$ cat src/rtl/if_stage.sv
// ---------------------------------------------------------------------------
// if_stage
//   Instruction fetch stage for a multi-cycle processor. A single fetch PC
//   register drives a synchronous instruction memory. A three-state FSM
//   (ISSUE -> CAPTURE -> HOLD) presents the address and captures the returned
//   word. It then holds the word until the consumer accepts it.
//
// Ports
//   clk          rising-edge system clock
//   rst          asynchronous, active-high reset
//   im_addr      word address to instruction memory (pc[11:2])
//   im_dout      registered instruction word from memory
//   redirect     load redirect_pc as the next fetch PC, drop in-flight work
//   redirect_pc  branch/jump target (low two bits ignored)
//   ir_ready     consumer accepts the held instruction (only honoured in HOLD)
//   ir           held instruction word
//   ir_valid     ir / pc_out / pc_plus4 / range_err are valid
//   pc_out       address of the instruction in ir
//   pc_plus4     pc_out + 4, modulo 2^32
//   range_err    held instruction's address lies outside the 4 KiB window
//   retired      count of accepted instructions (wraps at 2^32)
// ---------------------------------------------------------------------------
module if_stage #(
  parameter logic [31:0] RESET_PC = 32'h0000_0000
) (
  input  logic        clk,
  input  logic        rst,
  output logic [9:0]  im_addr,
  input  logic [31:0] im_dout,
  input  logic        redirect,
  input  logic [31:0] redirect_pc,
  input  logic        ir_ready,
  output logic [31:0] ir,
  output logic        ir_valid,
  output logic [31:0] pc_out,
  output logic [31:0] pc_plus4,
  output logic        range_err,
  output logic [31:0] retired
);

  typedef enum logic [1:0] {
    ISSUE   = 2'd0,
    CAPTURE = 2'd1,
    HOLD    = 2'd2
  } state_t;

  // Fetch addresses are word aligned, so the low two bits are forced to zero.
  localparam logic [31:0] RESET_PC_ALIGNED = RESET_PC & 32'hFFFF_FFFC;

  state_t      state;
  state_t      next_state;
  logic [31:0] pc;
  logic        capture_en;
  logic        accept;

  // State register.
  always_ff @(posedge clk or posedge rst) begin
    if (rst) begin
      state <= ISSUE;
    end else begin
      state <= next_state;
    end
  end

  // Next-state logic. A redirect restarts the fetch from any state.
  always_comb begin
    next_state = state;
    if (redirect) begin
      next_state = ISSUE;
    end else begin
      case (state)
        ISSUE:   next_state = CAPTURE;
        CAPTURE: next_state = HOLD;
        HOLD:    next_state = ir_ready ? ISSUE : HOLD;
        default: next_state = ISSUE;
      endcase
    end
  end

  // FSM outputs. A redirect suppresses both the capture and the handshake.
  // When redirect and ir_ready are both high in HOLD, the instruction is
  // discarded and is not counted.
  always_comb begin
    capture_en = 1'b0;
    accept     = 1'b0;
    if (!redirect) begin
      capture_en = (state == CAPTURE);
      accept     = (state == HOLD) && ir_ready;
    end
  end

  // The memory address comes straight from the live PC. The memory registers
  // it on the edge that ends ISSUE, so im_dout is valid throughout CAPTURE.
  assign im_addr  = pc[11:2];
  assign pc_plus4 = pc_out + 32'd4;

  // Datapath. The PC advances at capture time, so while an instruction is
  // held, im_addr already points at the next word.
  always_ff @(posedge clk or posedge rst) begin
    if (rst) begin
      pc        <= RESET_PC_ALIGNED;
      ir        <= 32'd0;
      ir_valid  <= 1'b0;
      pc_out    <= 32'd0;
      range_err <= 1'b0;
      retired   <= 32'd0;
    end else begin
      if (redirect) begin
        pc       <= redirect_pc & 32'hFFFF_FFFC;
        ir_valid <= 1'b0;
      end else if (capture_en) begin
        ir        <= im_dout;
        pc_out    <= pc;
        range_err <= |pc[31:12];
        pc        <= pc + 32'd4;
        ir_valid  <= 1'b1;
      end else if (accept) begin
        ir_valid <= 1'b0;
        retired  <= retired + 32'd1;
      end
    end
  end

endmodule
$ cat config.mk
export PLATFORM = sky130hd
export DESIGN_NAME = if_stage
export DESIGN_NICKNAME = d
export VERILOG_FILES = /design/src/rtl/if_stage.sv
export SDC_FILE = /design/constraint.sdc
export NUM_CORES = 1
export LEC_CHECK = 0
export CORE_MARGIN = 8
export CORE_UTILIZATION = 40
export CTS_BUF_LIST = sky130_fd_sc_hd__clkbuf_16
export DETAILED_ROUTE_END_ITERATION = 10
export PLACE_DENSITY = 0.82
export SYNTH_ARGS = -nofsm -noshare
export SYNTH_HDL_FRONTEND = slang
export SYNTH_SLANG_ARGS = --single-unit
$ cat constraint.sdc
create_clock -name clk -period 8.4 [get_ports clk]
set_clock_uncertainty 0.2 [all_clocks]
set_input_delay 1.26 -clock clk [delete_from_list [all_inputs] [get_ports clk]]
set_output_delay 1.26 -clock clk [all_outputs]
set_load 0.02 [all_outputs]
==> key figures <==
Cells and area
  – Post-route cell area: 0.00906 mm2
  – Share of layout cells above drive strength 1: 13.1%
  – Nets: 853
  – Footprint of the multi-input gates: 0.00292 mm2
  – Layout area overhead: 41.6%
  – # fillers: 1,357
  – Total area of sequential cells: 0.00320 mm2
  – Final core occ: 57.5%

Global routing
  – Total gr overflow: 0
  – Initial antenna violation count: 1
  – Pin count of the biggest net entering global routing: 67
  – Tot GR Track Use: 17.5%
  – First-pass GRT wire length: 28,200 um
  – Vias in the first global route: 5,297

Setup path
  – Critical Path Fanout Max: 8
  – Reg2Reg Setup Slack: 5380 ps
  – Worst r2r src: state[0]$_DFF_PP0_
  – WP data required: 6940 ps
  – Worst reg2reg path depth: 4
  – Reg2reg end: ir[21]$_DFFE_PP0P_
  – Crit path kind: flop to output pin
  – CP Launch Type: flop
  – CP Capture Type: output pin
  – Worst Path Arrival: 3050 ps

Drt
  – Final wirelength: 17,400 um
  – WL/cell: 17.2 um
  – Post-DRT Antenna Nets: 0
  – DRT iter0 DRCs: 268
  – First-pass detailed-route iteration total: 5
  – Vias per cell: 5.14
  – DRC: 0
  – Via count: 5,204

Power and ir drop
  – Pwr Total: 2.36 mW
  – Pint: 1.58 mW
  – Switching Fraction: 33.1%
  – Peak supply drop: 0.163 mV
  – Pleak: 3.59 nW
  – Flop pwr share: 36.6%
  – Logic pwr share: 33.3%
  – Power share of the clock group: 30.1%
  – Pwr per Cell Area: 261 mW/mm2
  – Sw power: 0.782 mW

Synth
  – Netlist cell types: 46
  – Ys flop type: dfrtp_1
  – #FFs+latches synth: 128
  – Post-synthesis sequential area ratio: 50.0%
  – Ys Warns: 0
  – Synth area leader: dfrtp_1
  – Synthesized cell area: 0.00640 mm2
  – Synth top area share: 50.0%
  – Number of flops mapped to enable cells by yosys: 0
  – Commonest cells in the netlist: 128 x dfrtp_1, 59 x mux2_2, 50 x nand2_1, 50 x xnor2_1, 31 x nand3_1
  – Gate Count Post-Synth: 600
  – Most frequent cell after synthesis: dfrtp_1
  – Synth top area cells: dfrtp_1 50%, mux2_2 10%, xnor2_1 6.8%
  – Fraction of registers with async set or reset after synthesis: 100%
  – Avg Cell Area, Syn: 10.7 um2

Status
  – Status: finished clean

Worst hold path
  – Hold Path Sink: retired[31]$_DFFE_PP0P_
  – Hold Path Class: flop to flop
  – Hold wc startpoint: retired[31]$_DFFE_PP0P_
  – Hold Path Cell Cnt: 1

Clocking
  – Worst-path clk slew: 60 ps
  – # Post-CTS Setup Buffers: 0
  – Post-CTS Hold Buffers: 0
  – Post-CTS resize count: 0
  – Cts bufs inserted: 17
  – CTS H-tree lvls: 4
  – Clk sinks: 128
  – CTS tree: built
  – Clk_lat worst skew: 410 ps
  – Root Buffer: clkbuf_16
  – Longest Clk Path Bufs: 2

Floorplan
  – Die H: 143 um
  – Starting density of the core: 40.6%
  – Die Footprint: 0.0203 mm2
  – FP Rows: 46
  – Io pins: 208
  – Core area: 0.0158 mm2
  – Die width: 143 um

Timing
  – Min cycle time layout: 4510 ps
  – Final Setup Violations: 0
  – RSZ-0062 raised after global routing: no
  – Final Slew Violations: 0
  – Max frequency: 222 MHz
  – Fin Setup TNS: 0 ps
  – Slew margin rel.: 22.2%
  – Actual slew at the worst max-slew pin: 1160 ps
  – Worst hold slack: 278 ps
  – Final Cycle Share: 53.6%
  – Fin. Hold Viols: 0

Place
  – GPL Wtd Cong: 0.828
  – DP Area: 0.00849 mm2
  – DP HPWL: 12,800 um
  – Port Buffer Count: 201

Job
  – Max Cap Violations: 0
==> flip-flops by register name, indices dropped and copies added, names as in the netlist <==
signal,count
state,2
pc,30
range_err,1
ir_valid,1
ir,32
retired,32
pc_out,30
==> how the worst max path moves through the flow <==
stage | endpoint | slack [ps] | cells after the start | from
floorplan | ir[0]$_DFFE_PP0P_ | 3530 | 1 | rst
global placement | ir[17]$_DFFE_PP0P_ | 3710 | 6 | redirect
detailed placement | ir[3]$_DFFE_PP0P_ | 3680 | 6 | redirect
CTS | pc_plus4[28] | 3790 | 6 | pc_out[3]$_DFFE_PP0P_
global route | pc_plus4[28] | 3660 | 6 | pc_out[3]$_DFFE_PP0P_
finish | pc_plus4[28] | 3890 | 6 | pc_out[3]$_DFFE_PP0P_
==> power groups by stage <==
stage / sequential (mW) / clock (mW) / combinational [mW]
6_report: 0.864 / 0.711 / 0.787
5_1_grt: 0.886 / 0.757 / 0.835
4_1_cts: 0.864 / 0.728 / 0.799
3_5_place_dp: 0.872 / 0 / 0.796
3_3_place_gp: 0.866 / 0 / 0.785
2_1_floorplan: 0.967 / 0 / 0.295
==> layer usage <==
metal  wire length [um]  part of all wire [%]  global-route usage (%)  vias to the layer above
li1                   -                     -                       -                     2497
met1               7160                    41                    20.5                     2501
met2               8240                    47                    28.0                      195
met3               1850                    11                    7.95                       11
met4                153                  0.88                    5.59                        0
met5                  0                     0                       0                        -
==> worst max-delay path: stages (launching register included) <==
cell and delay, ps:
dfrtp_1 420, ha_1 210, nand3_1 230, nor4_2 750
nand4_1 230, xnor2_1 180, clkdlybuf4s50_1 620
==> placed cells by master (no fill, tap or decap), types with 13 or more instances in the layout <==
cell and n:
nor4_1 14, nor3_1 18, nor2_1 30, clkdlybuf4s50_1 201, o21ai_0 21, clkbuf_16 17
inv_1 15, or4_1 13, dfrtp_1 128, xor2_1 21, xnor2_1 50, nand3_1 31
nand2_1 50, nand4_1 29, mux2_2 59
==> area by class of cell <==
cell class                 instances  area share (%)
antenna                            1          0.0276
clock buffer                      17            4.69
clock inverter                    15            1.60
inverter                          15           0.649
multi-input combinational        415            32.2
sequential                       128            35.3
tap                              216            2.98
timing repair buffer             205            22.5
==> kinds of logic (layout without fill, tap and decap cells) <==
kind of cell | after synthesis | after routing | share of synthesized area, %
AOI/OAI and AO/OA | 51 | 51 | 5.04
and+or+nand+nor | 226 | 226 | 19.4
buffers and inverters | 60 | 252 | 4.61
adders and majority gates | 3 | 3 | 0.586
muxes | 60 | 60 | 10.5
DFF | 128 | 128 | 50.0
xor gates and xnor gates | 71 | 71 | 9.71
other | 1 | 5 | 0.0586
==> through the flow <==
step                      setup slack, ps  instances
final                                3890       1012
after CTS                            3790       1011
after global placement               3710        979
after global routing                 3660       1011
after floorplan                      3530        603
after detailed placement             3680        979
No activity file was read; power rests on OpenSTA's default activity.
